$ cat config.mk
export PLATFORM = sky130hd
export DESIGN_NAME = button_conditioner
export DESIGN_NICKNAME = d
export VERILOG_FILES = /design/src/rtl/button_conditioner.sv
export SDC_FILE = /design/constraint.sdc
export NUM_CORES = 1
export LEC_CHECK = 0
export ABC_AREA = 1
export BUFFER_PORTS_ARGS = -buffer_cell sky130_fd_sc_hd__buf_4
export CAP_MARGIN = 20
export CORE_UTILIZATION = 62
export CTS_CLUSTER_DIAMETER = 50
export DETAILED_ROUTE_END_ITERATION = 12
export GPL_TIMING_DRIVEN = 0
export PLACE_DENSITY = 0.79
export SYNTH_ARGS = -nofsm -noshare
export SYNTH_HDL_FRONTEND = slang
export SYNTH_SLANG_ARGS = --single-unit
$ cat constraint.sdc
create_clock -name clk -period 1.6 [get_ports clk]
set_input_delay 0.24 -clock clk [delete_from_list [all_inputs] [get_ports clk]]
set_output_delay 0.24 -clock clk [all_outputs]
set_load 0.01 [all_outputs]
$ cat src/rtl/button_conditioner.sv
// button_conditioner: sync + debounce + rising-edge pulse per button; optional auto-repeat under AUTO_REPEAT_EN
module button_conditioner #(
  parameter int N_BUTTONS = 3,
  parameter int DEBOUNCE_CYCLES = 500000,
  parameter int REPEAT_DELAY = 25000000,
  parameter int REPEAT_PERIOD = 10000000,
  parameter logic [N_BUTTONS-1:0] REPEAT_MASK = 3'b011
) (
  input  logic                 clk,
  input  logic                 rst,
  input  logic [N_BUTTONS-1:0] btn_raw,
  output logic [N_BUTTONS-1:0] btn_pulse,
  output logic [N_BUTTONS-1:0] btn_level
);
  localparam int CW = $clog2(DEBOUNCE_CYCLES);
  logic [N_BUTTONS-1:0] s1, s2, level_d, rep;
  // two-flop synchroniser, level history and registered pulse
  always_ff @(posedge clk or negedge rst)
    if (!rst) begin
      s1 <= '0;
      s2 <= '0;
      level_d <= '0;
      btn_pulse <= '0;
    end else begin
      s1 <= btn_raw;
      s2 <= s1;
      level_d <= btn_level;
      btn_pulse <= (btn_level & ~level_d) | rep;
    end
`ifdef AUTO_REPEAT_EN
  localparam int RMAX = REPEAT_DELAY > REPEAT_PERIOD ? REPEAT_DELAY : REPEAT_PERIOD;
  localparam int RW = RMAX > 1 ? $clog2(RMAX) : 1;
  typedef enum logic [1:0] {IDLE, WAIT_FIRST, REPEAT} state_t;
`endif
  for (genvar i = 0; i < N_BUTTONS; i++) begin : g_ch
    logic [CW-1:0] cnt;
    logic lvl;
    assign btn_level[i] = lvl;
    // accept a new level only after DEBOUNCE_CYCLES consecutive disagreeing samples
    always_ff @(posedge clk or negedge rst)
      if (!rst) begin
        cnt <= '0;
        lvl <= 1'b0;
      end else if (s2[i] == lvl) cnt <= '0;
      else if (cnt == CW'(DEBOUNCE_CYCLES - 1)) begin
        lvl <= s2[i];
        cnt <= '0;
      end else cnt <= cnt + 1'b1;
`ifdef AUTO_REPEAT_EN
    if (REPEAT_MASK[i]) begin : g_rep
      state_t state;
      logic [RW-1:0] rcnt;
      logic fire;
      always_comb fire = lvl && state != IDLE &&
                         rcnt == (state == WAIT_FIRST ? RW'(REPEAT_DELAY - 1) : RW'(REPEAT_PERIOD - 1));
      assign rep[i] = fire;
      // repeat timer: first repeat after REPEAT_DELAY, then every REPEAT_PERIOD while held
      always_ff @(posedge clk or negedge rst)
        if (!rst) begin
          state <= IDLE;
          rcnt <= '0;
        end else if (!lvl) begin
          state <= IDLE;
          rcnt <= '0;
        end else if (!level_d[i]) begin
          state <= WAIT_FIRST;
          rcnt <= '0;
        end else if (fire) begin
          state <= REPEAT;
          rcnt <= '0;
        end else if (state != IDLE) rcnt <= rcnt + 1'b1;
    end else begin : g_norep
      assign rep[i] = 1'b0;
    end
`else
    assign rep[i] = 1'b0;
`endif
  end
endmodule

==> key figures, run 1 <==
GRT
  • First-pass GRT wire length: 12.6 mm
  • Initial antenna violation count: 0
  • Largest net degree at the start of global routing: 73
  • Gr ovfl total: 0
  • Vias in the first global route: 2860
  • Total GRT Usage: 26.2%

Timing
  • Worst hold slack: -0.0371 ns
  • Setup-failing EPs final: 0
  • Tmin final: 1.48 ns
  • RSZ-0062 raised after global routing: false
  • Fmax: 674 MHz
  • Fin. max-slew vios: 0
  • Slew HR: 41.7%
  • Clk_skew: 0.0104 ns
  • Fin crit share: 92.8%
  • Setup_tns: 0 ns
  • Final hold violations: 16
  • Slew @ Worst Pin: 0.874 ns
  • Final Worst Setup Slack: 0.116 ns

Logic synthesis
  • Count leader, synth: nor2_1
  • Seq/Total Area, Yosys: 48.0%
  • Syn. warnings: 0
  • Post-synth EDFFs: 0
  • Commonest cells in the netlist: nor2_1, nand2_1, dfrtp_1
  • Synth area leader: dfrtp_1
  • Ys async rst share: 100%
  • Syn Nets: 474
  • Synth top area cells: dfrtp_1, nor2_1, nand2_1
  • Commonest register cell after synthesis: dfrtp_1
  • Syn Area/Cell: 8.05 um2
  • Seq cells post-synth: 72
  • Post-synth top area share: 48.0%
  • Post-Syn Area: 3750 um2
  • Post-synthesis cell type count: 30
  • Cells after synthesis: 466

Die
  • Starting density of the core: 66.1%
  • I/O Pins: 11
  • DIE HEIGHT: 79.8 um
  • Die Wd: 79.8 um
  • Core area: 5680 um2
  • Die Footprint: 6360 um2
  • Site Rows: 27

Detailed routing
  • Vias/cell: 5.17
  • Drt first pass iters: 5
  • Vias: 2930
  • Post-DRT Antenna Nets: 0
  • DRC: 0
  • Drt wl/cell: 12.6 um
  • WL final: 7.16 mm
  • DRT iter0 DRCs: 231

Critical path
  • R2r setup slk: 0.12 ns
  • Crit path arrival time: 1.77 ns
  • Worst Setup SP: g_ch[0].cnt[0]
  • Worst r2r path cells: 6
  • Worst reg2reg path startpoint: g_ch[0].cnt[0]
  • Critical Path RT: 1.89 ns
  • CP startpoint kind: flop
  • Reg2reg end: g_ch[0].cnt[17]
  • Crit path kind: reg2reg
  • Crit-path max FO: 6
  • CP Capture Type: flop

Placement
  • Hpwl dp: 4.81 mm
  • Placed Area: 3920 um2
  • Buffers on Ports: 10
  • Routability cong.: 0.899
  • Worst slack, placed: 0.0678 ns

Status
  • Violated checks: hold timing
  • Status: finished, violations left

Clock tree
  • Skew-Pair Late Insertion Delay: 0.36 ns
  • Max clock buf depth: 2
  • Root buf cell: clkbuf_8
  • TritonCTS buffer count: 9
  • Clock Pin Slew Worst Setup and Hold Paths: 0.08 ns
  • CTS H-tree depth: 3
  • Clk sinks: 72
  • CTS tree: done
  • Post-CTS setup buffer count: 0

Layout
  • Layout cells sized above 1: 14.3%
  • Reg area: 1800 um2
  • P&R area growth vs syn: 11.9%
  • Nets: 498
  • Antenna diodes: 0
  • Final instance area: 4200 um2
  • Multi-input combinational cell area: 1750 um2
  • Fill cell count: 413

Hold path
  • Worst min-delay path category: in2async

Power and ir drop
  • Pwr dens: 894 nW/um2
  • Internal: 2.92 mW
  • Gate power share: 3.2%
  • Leak: 1.87 nW
  • Clock network fraction of total power: 47.2%
  • P_sw: 0.839 mW
  • Sequential Power Share: 49.6%
  • Maximum vdd ir drop: 0.000603 V
  • Sw frac: 22.3%

Job
  • MaxCap Viol Count: 0
==> cell families (layout without fill, tap and decap cells) <==
| kind of cell | after synthesis | count (layout) | share of synthesized area [%] |
|---|---|---|---|
| AO/OA/AOI/OAI | 25 | 25 | 3.60 |
| XOR/XNOR | 28 | 28 | 7.14 |
| AND/OR/NAND/NOR | 285 | 285 | 34.6 |
| buffers and inverters | 53 | 82 | 5.64 |
| adder cells (fa/ha/maj) | 3 | 3 | 1.00 |
| flip-flops | 72 | 72 | 48.0 |
==> stage by stage <==
stage	power [mW]	std cells	utilization, %
2_1_floorplan	1.95	466	-
3_3_place_gp	2.01	548	69.0
3_5_place_dp	2.02	548	69.0
4_1_cts	3.76	567	73.8
5_1_grt	3.86	567	74.0
6_report	3.76	567	74.0
==> layout by cell type, fill, tap and decap left out, types with 5 or more instances in the layout <==
cell,instances
dfrtp_1,72
nand3_1,33
nor2_4,8
nor2_1,121
nand2_1,84
a21oi_1,13
nand4_1,5
inv_1,45
xor2_1,15
xnor2_1,10
clkbuf_8,9
o21ai_0,5
nand2_2,8
buf_4,13
nor2_2,10
==> how the worst max path moves through the flow <==
stage / slack (ns) / end
2_1_floorplan: 0.34 / g_ch[1].cnt[18]
3_3_place_gp: 0.12 / g_ch[0].cnt[17]
3_5_place_dp: 0.07 / g_ch[1].cnt[5]
4_1_cts: 0.07 / g_ch[1].cnt[0]
5_1_grt: 0.009 / g_ch[2].cnt[18]
6_report: 0.12 / g_ch[0].cnt[17]
==> power by group through the flow <==
stage                     clock, mW  sequential [mW]  combinational, mW
final                          1.77             1.86              0.120
after global routing           1.85             1.87              0.143
after floorplan                   0             1.90             0.0583
after detailed placement          0             1.90              0.117
after global placement            0             1.90              0.114
after CTS                      1.78             1.86              0.124
==> routing by layer <==
layer  vias to the layer above  part of all wire, %  global-route usage [%]
met2                        64                   49                    41.5
met5                         -                    0                       0
met1                      1362                   46                    35.0
met3                        15                  3.1                    4.23
met4                         0                  2.0                    12.9
li1                       1489                    -                       -
==> flip-flops by register name (all words and copies together), names as in the netlist <==
name and count:
btn_pulse 3, g_ch.cnt 57, g_ch.lvl 3, level_d 3, s1 3, s2 3
==> worst max-delay path: stages (launching register included) <==
cell	delay, ns
dfrtp_1	0.40
ha_1	0.23
nand4_1	0.12
nor2_1	0.08
a21oi_2	0.26
inv_1	0.19
nor2_2	0.13
==> final cells by class <==
class | count | share of cell area (%)
Tap cell | 72 | 2.15
Clock buffer | 9 | 2.95
Timing Repair Buffer | 13 | 2.50
Clock inverter | 7 | 2.83
Buffer | 4 | 0.656
Inverter | 49 | 4.38
Multi-Input combinational cell | 341 | 41.6
Sequential cell | 72 | 42.9
==> what timing repair did <==
action / CTS / global route
gates resized for setup: 0 / 3
hold buffers: 3 / 0
setup endpoints to repair: 0 / 6
endpoints found under the hold margin: 3 / 0
No activity file was read; power rests on OpenSTA's default activity.
==> run 2: changes to the inputs <==
Settings changed: CORE_UTILIZATION 62 to 50, PLACE_DENSITY 0.79 to 0.74, SKIP_CTS_REPAIR_TIMING set to 1.
==> run 2 against run 1 <==
  * The run now ends clean
  * Sequential power barely moved
  * Non-clock buffer count is 1 higher
  * Register-to-register slack improved by 0.06 ns
  * Combinational power hardly changed
  * Critical path type unchanged
  * Final area grew 0.77%
  * Power fell by 1.4%
  * Largest cell class unchanged
  * Critical endpoint is now g_ch[1].cnt[5]
  * Critical path depth is the same
  * Clock skew down 0.0018 ns
==> key figures, run 2 (synthesis gave the netlist of run 1 again) <==
Status
  • Status: finished clean (was finished, violations left)

Critical path
  • Critical Path RT: 1.84 ns (was 1.89 ns)
  • CP Capture Type: flop (unchanged)
  • CP startpoint kind: flop (unchanged)
  • Slowest stage delay, CP: 0.38 ns (was 0.40 ns)
  • Crit-path max FO: 8 (was 6)
  • Critical-path cell list: ha_1, nand2_1, nor2_1, nand3_2, nand2_1, nor2_1 (was ha_1, nand4_1, nor2_1, a21oi_2, inv_1, nor2_2)
  • Crit path arrival time: 1.67 ns (was 1.77 ns)
  • Worst Setup SP: g_ch[1].cnt[0] (was g_ch[0].cnt[0])
  • Crit path kind: reg2reg (unchanged)
  • Worst reg2reg path startpoint: g_ch[1].cnt[0] (was g_ch[0].cnt[0])
  • Slowest-stage cell, CP: dfrtp_1 (unchanged)

Hold path
  • Worst min-delay path category: in2async (unchanged)

Timing
  • Final hold violations: 0 (was 16)
  • Fmax: 702 MHz (was 674 MHz)
  • Fin crit share: 89.1% (was 92.8%)
  • Setup_tns: 0 ns (unchanged)
  • Slew HR: 41.9% (was 41.7%)
  • Clk_skew: 0.00863 ns (was 0.0104 ns)
  • Setup-failing EPs final: 0 (unchanged)
  • Fin. max-slew vios: 0 (unchanged)
  • Final Worst Setup Slack: 0.175 ns (was 0.116 ns)
  • Slew @ Worst Pin: 0.871 ns (was 0.874 ns)
  • Tmin final: 1.43 ns (was 1.48 ns)

Layout
  • Most frequent cells in the layout: nor2_1, nand2_1, dfrtp_1, inv_1, nand3_1 (unchanged)
  • Largest register FFs: 57 (unchanged)
  • Final core utilization: 58.3% (was 74.0%)
  • Commonest non-fill, non-tap cell in the layout: nor2_1 (unchanged)
  • Layout cells sized above 1: 14.1% (was 14.3%)
  • Top reg by flops: g_ch.cnt (unchanged)
  • Antenna diodes: 0 (unchanged)
  • P&R area growth vs syn: 12.8% (was 11.9%)
  • Nets: 499 (was 498)
  • Final cell count without fillers: 594 (was 567)

Power and ir drop
  • Internal: 2.91 mW (was 2.92 mW)
  • Sw frac: 21.4% (was 22.3%)
  • P_sw: 0.793 mW (was 0.839 mW)
  • Gate power share: 3.3% (was 3.2%)
  • Clock network fraction of total power: 46.4% (was 47.2%)
  • Leak: 1.87 nW (about the same)
  • Pwr dens: 875 nW/um2 (was 894 nW/um2)
  • Sequential Power Share: 50.3% (was 49.6%)
  • Maximum vdd ir drop: 0.000416 V (was 0.000603 V)

Detailed routing
  • DRT iter0 DRCs: 156 (was 231)
  • DRC: 0 (unchanged)
  • Drt first pass iters: 4 (was 5)
  • Post-DRT Antenna Nets: 0 (unchanged)
  • Vias: 3008 (was 2930)
  • WL final: 7.03 mm (was 7.16 mm)
  • Vias/cell: 5.06 (was 5.17)
  • Drt wl/cell: 11.8 um (was 12.6 um)

Die
  • Starting density of the core: 51.7% (was 66.1%)
  • DIE HEIGHT: 88.6 um (was 79.8 um)
  • I/O Pins: 11 (unchanged)
  • Core area: 7250 um2 (was 5680 um2)
  • Die Wd: 88.6 um (was 79.8 um)
  • Die Footprint: 7850 um2 (was 6360 um2)
  • Site Rows: 31 (was 27)

Clock tree
  • CTS H-tree depth: 3 (unchanged)
  • Skew-Pair Late Insertion Delay: 0.35 ns (was 0.36 ns)
  • Root buf cell: clkbuf_8 (unchanged)
  • CTS tree: done (unchanged)
  • Max clock buf depth: 2 (unchanged)
  • Clk sinks: 72 (unchanged)
  • Clock Pin Slew Worst Setup and Hold Paths: 0.08 ns (about the same)
  • TritonCTS buffer count: 9 (unchanged)

GRT
  • First-pass GRT wire length: 12.2 mm (was 12.6 mm)
  • Gr ovfl total: 0 (unchanged)
  • Total GRT Usage: 20.4% (was 26.2%)
  • Vias in the first global route: 2783 (was 2860)
  • Largest net degree at the start of global routing: 73 (unchanged)
  • Initial antenna violation count: 0 (unchanged)

Placement
  • Worst slack, placed: 0.0677 ns (was 0.0678 ns)
  • DP Cell Count: 575 (was 548)
  • Routability cong.: 0.891 (was 0.899)
  • Buffers on Ports: 10 (unchanged)
  • Hpwl dp: 4.94 mm (was 4.81 mm)

Job
  • MaxCap Viol Count: 0 (unchanged)
==> run 2: cell count changes in the layout (fill, tap and decap cells not counted), sizes merged <==
cell      previous run  this run
clkbuf               9        10
buf                 14        15
clkinvlp             2         1
inv                 50        49
==> run 2: final timing paths <==
kind | end | slack [ns] | cells past startpoint
worst min register to register | s2[0] | 0.36 | 0
worst max-delay path | g_ch[1].cnt[5] | 0.17 | 6
min in group clk | s2[0] | 0.36 | 0
worst min-delay path | g_ch[1].cnt[6] | 0.008 | 1
max in group asynchronous | g_ch[1].cnt[14] | 1.03 | 1
worst max register to register | g_ch[1].cnt[5] | 0.17 | 6
==> run 2: final cells by class <==
class | count | area (um2)
flip-flops and latches | 72 | 1800
well taps | 99 | 124
clock buffers | 10 | 128
fillers | 647 | 3020
multi-input cells | 341 | 1750
plain buffers | 4 | 27.5
inverters | 49 | 184
repair buffers | 14 | 113
clock inverters | 5 | 106
==> run 2: per-layer routing <==
metal	part of all wire (%)	track usage (%)
met5	0	0
met1	46	27.3
met2	47	32.5
met4	1.7	9.53
met3	4.5	3.36
==> run 2: worst max-delay path, delay by kind of cell, from the launching register on <==
kind / cells / cell delay, ns
simple gates: 5 / 0.74
flops: 1 / 0.38
fa+ha+maj: 1 / 0.20
==> run 2: power groups by stage <==
stage,registers [mW],clock network (mW),logic [mW]
after floorplan,1.90,0,0.0583
after global placement,1.90,0,0.114
after detailed placement,1.90,0,0.118
after CTS,1.86,1.76,0.119
after global routing,1.87,1.84,0.142
final,1.86,1.72,0.122
==> run 2: per-stage QoR <==
| stage | total power [mW] | hold WS, ns | instance area (um2) |
|---|---|---|---|
| 2_1_floorplan | 1.95 | -0.0556 | 3750 |
| 3_3_place_gp | 2.01 | 0.335 | 3950 |
| 3_5_place_dp | 2.02 | 0.336 | 3950 |
| 4_1_cts | 3.74 | -0.0142 | 4180 |
| 5_1_grt | 3.85 | 0.0917 | 4230 |
| 6_report | 3.70 | 0.00819 | 4230 |
==> run 3: changes to the inputs <==
Settings changed: CORE_MARGIN set to 2, SKIP_LAST_GASP set to 1.
==> run 3 against run 2 <==
  * Clock-buffer cell count is the same
  * First-iteration DRC count grew 15%
  * Critical path depth grew 2
  * Routed wire length grew 2.2%
  * Worst setup slack lost 0.027 ns
  * Global-route usage shrank 1.3 points
  * Hold slack lost 0.0064 ns
  * Largest power group unchanged
  * Non-clock buffer count is the same
  * Clock power grew 2%
  * Power grew 1.3%
==> key figures, run 3 (synthesis gave the netlist of run 1 again) <==
Job
  • MaxCap Viol Count: 0 (unchanged)

Power and ir drop
  • Power consumption: 3.75 mW (was 3.70 mW)
  • Clock network fraction of total power: 47.0% (was 46.4%)
  • Maximum vdd ir drop: 0.000416 V (about the same)
  • Leak: 1.88 nW (was 1.87 nW)
  • Internal: 2.93 mW (was 2.91 mW)
  • Sequential Power Share: 49.7% (was 50.3%)
  • Sw frac: 21.9% (was 21.4%)
  • Gate power share: 3.3% (about the same)
  • Pwr dens: 885 nW/um2 (was 875 nW/um2)
  • P_sw: 0.822 mW (was 0.793 mW)

Timing
  • Tmin final: 1.45 ns (was 1.43 ns)
  • Worst hold slack: 0.00177 ns (was 0.00819 ns)
  • Final hold violations: 0 (unchanged)
  • Slew HR: 40.6% (was 41.9%)
  • RSZ-0062 raised after global routing: false
  • Slew @ Worst Pin: 0.891 ns (was 0.871 ns)
  • Setup_tns: 0 ns (unchanged)
  • Fin crit share: 90.8% (was 89.1%)
  • Fin. max-slew vios: 0 (unchanged)
  • Fmax: 688 MHz (was 702 MHz)
  • Clk_skew: 0.00882 ns (was 0.00863 ns)
  • Setup-failing EPs final: 0 (unchanged)

Placement
  • Placed Area: 3950 um2 (unchanged)
  • Routability cong.: 0.901 (was 0.891)
  • Buffers on Ports: 10 (unchanged)
  • DP Cell Count: 575 (unchanged)
  • Hpwl dp: 4.96 mm (was 4.94 mm)

GRT
  • Initial antenna violation count: 0 (unchanged)
  • Grt met2 use: 29.9% (was 32.5%)
  • Vias in the first global route: 2842 (was 2783)
  • Total GRT Usage: 19.1% (was 20.4%)
  • Met1 GRT Util: 26.0% (was 27.3%)
  • Most used routing layer: met2 (unchanged)
  • First-pass GRT wire length: 12.7 mm (was 12.2 mm)
  • Largest net degree at the start of global routing: 73 (unchanged)
  • Met3 Usage GRT: 3.34% (was 3.36%)
  • Gr ovfl total: 0 (unchanged)

Layout
  • P&R area growth vs syn: 13.0% (was 12.8%)
  • Commonest non-fill, non-tap cell in the layout: nor2_1 (unchanged)
  • Most frequent cells in the layout: nor2_1, nand2_1, dfrtp_1, inv_1, nand3_1 (unchanged)
  • Layout cells sized above 1: 14.3% (was 14.1%)
  • Nets: 499 (unchanged)
  • Top reg by flops: g_ch.cnt (unchanged)
  • Final instance area: 4240 um2 (was 4230 um2)
  • Largest register FFs: 57 (unchanged)
  • Antenna diodes: 0 (unchanged)
  • Final cell count without fillers: 595 (was 594)

Critical path
  • Reg2reg end: g_ch[2].cnt[18] (was g_ch[1].cnt[5])
  • Critical-path cell list: ha_1, nand2_1, nor2_1, nand2_2, nor2_2, nand3_1, nand3_1, nor2_1 (was ha_1, nand2_1, nor2_1, nand3_2, nand2_1, nor2_1)
  • Cell depth of the worst setup path: 8 (was 6)
  • Worst reg2reg path startpoint: g_ch[2].cnt[0] (was g_ch[1].cnt[0])
  • Critical Path RT: 1.84 ns (about the same)
  • Worst r2r path cells: 8 (was 6)
  • Slowest stage delay, CP: 0.39 ns (was 0.38 ns)
  • Crit path arrival time: 1.69 ns (was 1.67 ns)
  • Sum of buffers and inverters on the critical path: 0 (unchanged)
  • Slowest-stage cell, CP: dfrtp_1 (unchanged)
  • Cell family with most CP delay: simple AND/OR/NAND/NOR gates (unchanged)
  • CP startpoint kind: flop (unchanged)
  • Crit path kind: reg2reg (unchanged)
  • Crit-path max FO: 4 (was 8)
  • CP Capture Type: flop (unchanged)
  • R2r setup slk: 0.15 ns (was 0.17 ns)

Hold path
  • Worst min-delay path category: in2async (unchanged)

Die
  • DIE HEIGHT: 90.6 um (was 88.6 um)
  • Core area: 7250 um2 (unchanged)
  • I/O Pins: 11 (unchanged)
  • Site Rows: 31 (unchanged)
  • Starting density of the core: 51.7% (unchanged)
  • Die Footprint: 8210 um2 (was 7850 um2)
  • Die Wd: 90.6 um (was 88.6 um)

Detailed routing
  • Drt first pass iters: 4 (unchanged)
  • Vias/cell: 4.96 (was 5.06)
  • DRC: 0 (unchanged)
  • Post-DRT Antenna Nets: 0 (unchanged)
  • DRT iter0 DRCs: 179 (was 156)
  • Vias: 2954 (was 3008)
  • Drt wl/cell: 12.1 um (was 11.8 um)
  • WL final: 7.18 mm (was 7.03 mm)

Clock tree
  • CTS tree: done (unchanged)
  • CTS H-tree depth: 3 (unchanged)
  • Skew-Pair Late Insertion Delay: 0.34 ns (was 0.35 ns)
  • Clk sinks: 72 (unchanged)
  • TritonCTS buffer count: 9 (unchanged)
  • Clock Pin Slew Worst Setup and Hold Paths: 0.08 ns (about the same)
  • Root buf cell: clkbuf_8 (unchanged)
  • Max clock buf depth: 2 (unchanged)

Status
  • Status: finished clean (unchanged)
==> run 3: cell types whose count changed in the layout (fill, tap and decap cells not counted) <==
cell      previous run  this run
nand2_2              7         8
nor2_2              11        10
clkinv_4             1         0
nor2_1             120       121
inv_6                0         2
nand2_1             85        84
==> run 3: worst max-delay path by stage <==
stage,to,start
after floorplan,g_ch[1].cnt[18],g_ch[1].cnt[0]
after global placement,g_ch[1].cnt[5],g_ch[1].cnt[0]
after detailed placement,g_ch[1].cnt[0],g_ch[1].cnt[0]
after CTS,g_ch[1].cnt[0],g_ch[1].cnt[0]
after global routing,g_ch[0].cnt[18],g_ch[0].cnt[0]
final,g_ch[2].cnt[18],g_ch[2].cnt[0]
==> run 3: stage by stage <==
stage               utilization, %  worst slack, ns
CTS                           57.8           0.0468
detailed placement            54.5           0.0587
finish                        58.5            0.147
floorplan                        -            0.339
global route                  58.5           0.0177
global placement              54.5           0.0886
==> run 3: worst reg2reg max path: stages, from the launching register on <==
cell and delay, ns:
dfrtp_1 0.39, ha_1 0.22, nand2_1 0.11, nor2_1 0.15, nand2_2 0.10, nor2_2 0.18
nand3_1 0.10, nand3_1 0.08, nor2_1 0.04
==> run 3: routing by layer <==
metal  up-vias  part of all wire, %  wire length [um]
met1      1382                   47              3380
li1       1496                    -                 -
met3        11                  4.4               315
met2        65                   47              3350
met5         -                    0                 0
met4         0                  1.8               131
==> run 3: final cells by class <==
cell class                 count  area (um2)
inverter                      49         184
buffer                         4        27.5
clock buffer                  10         128
clock inverter                 6         115
timing repair buffer          14         113
multi-input combinational    341        1750
sequential                    72        1800
tap                           99         124
fill                         660        3010
==> run 3: power groups by stage <==
stage                     clock network, mW  logic [mW]  registers [mW]
final                                  1.76       0.123            1.86
after global routing                   1.89       0.143            1.87
after CTS                              1.80       0.119            1.86
after detailed placement                  0       0.119            1.90
after global placement                    0       0.114            1.90
after floorplan                           0      0.0583            1.90
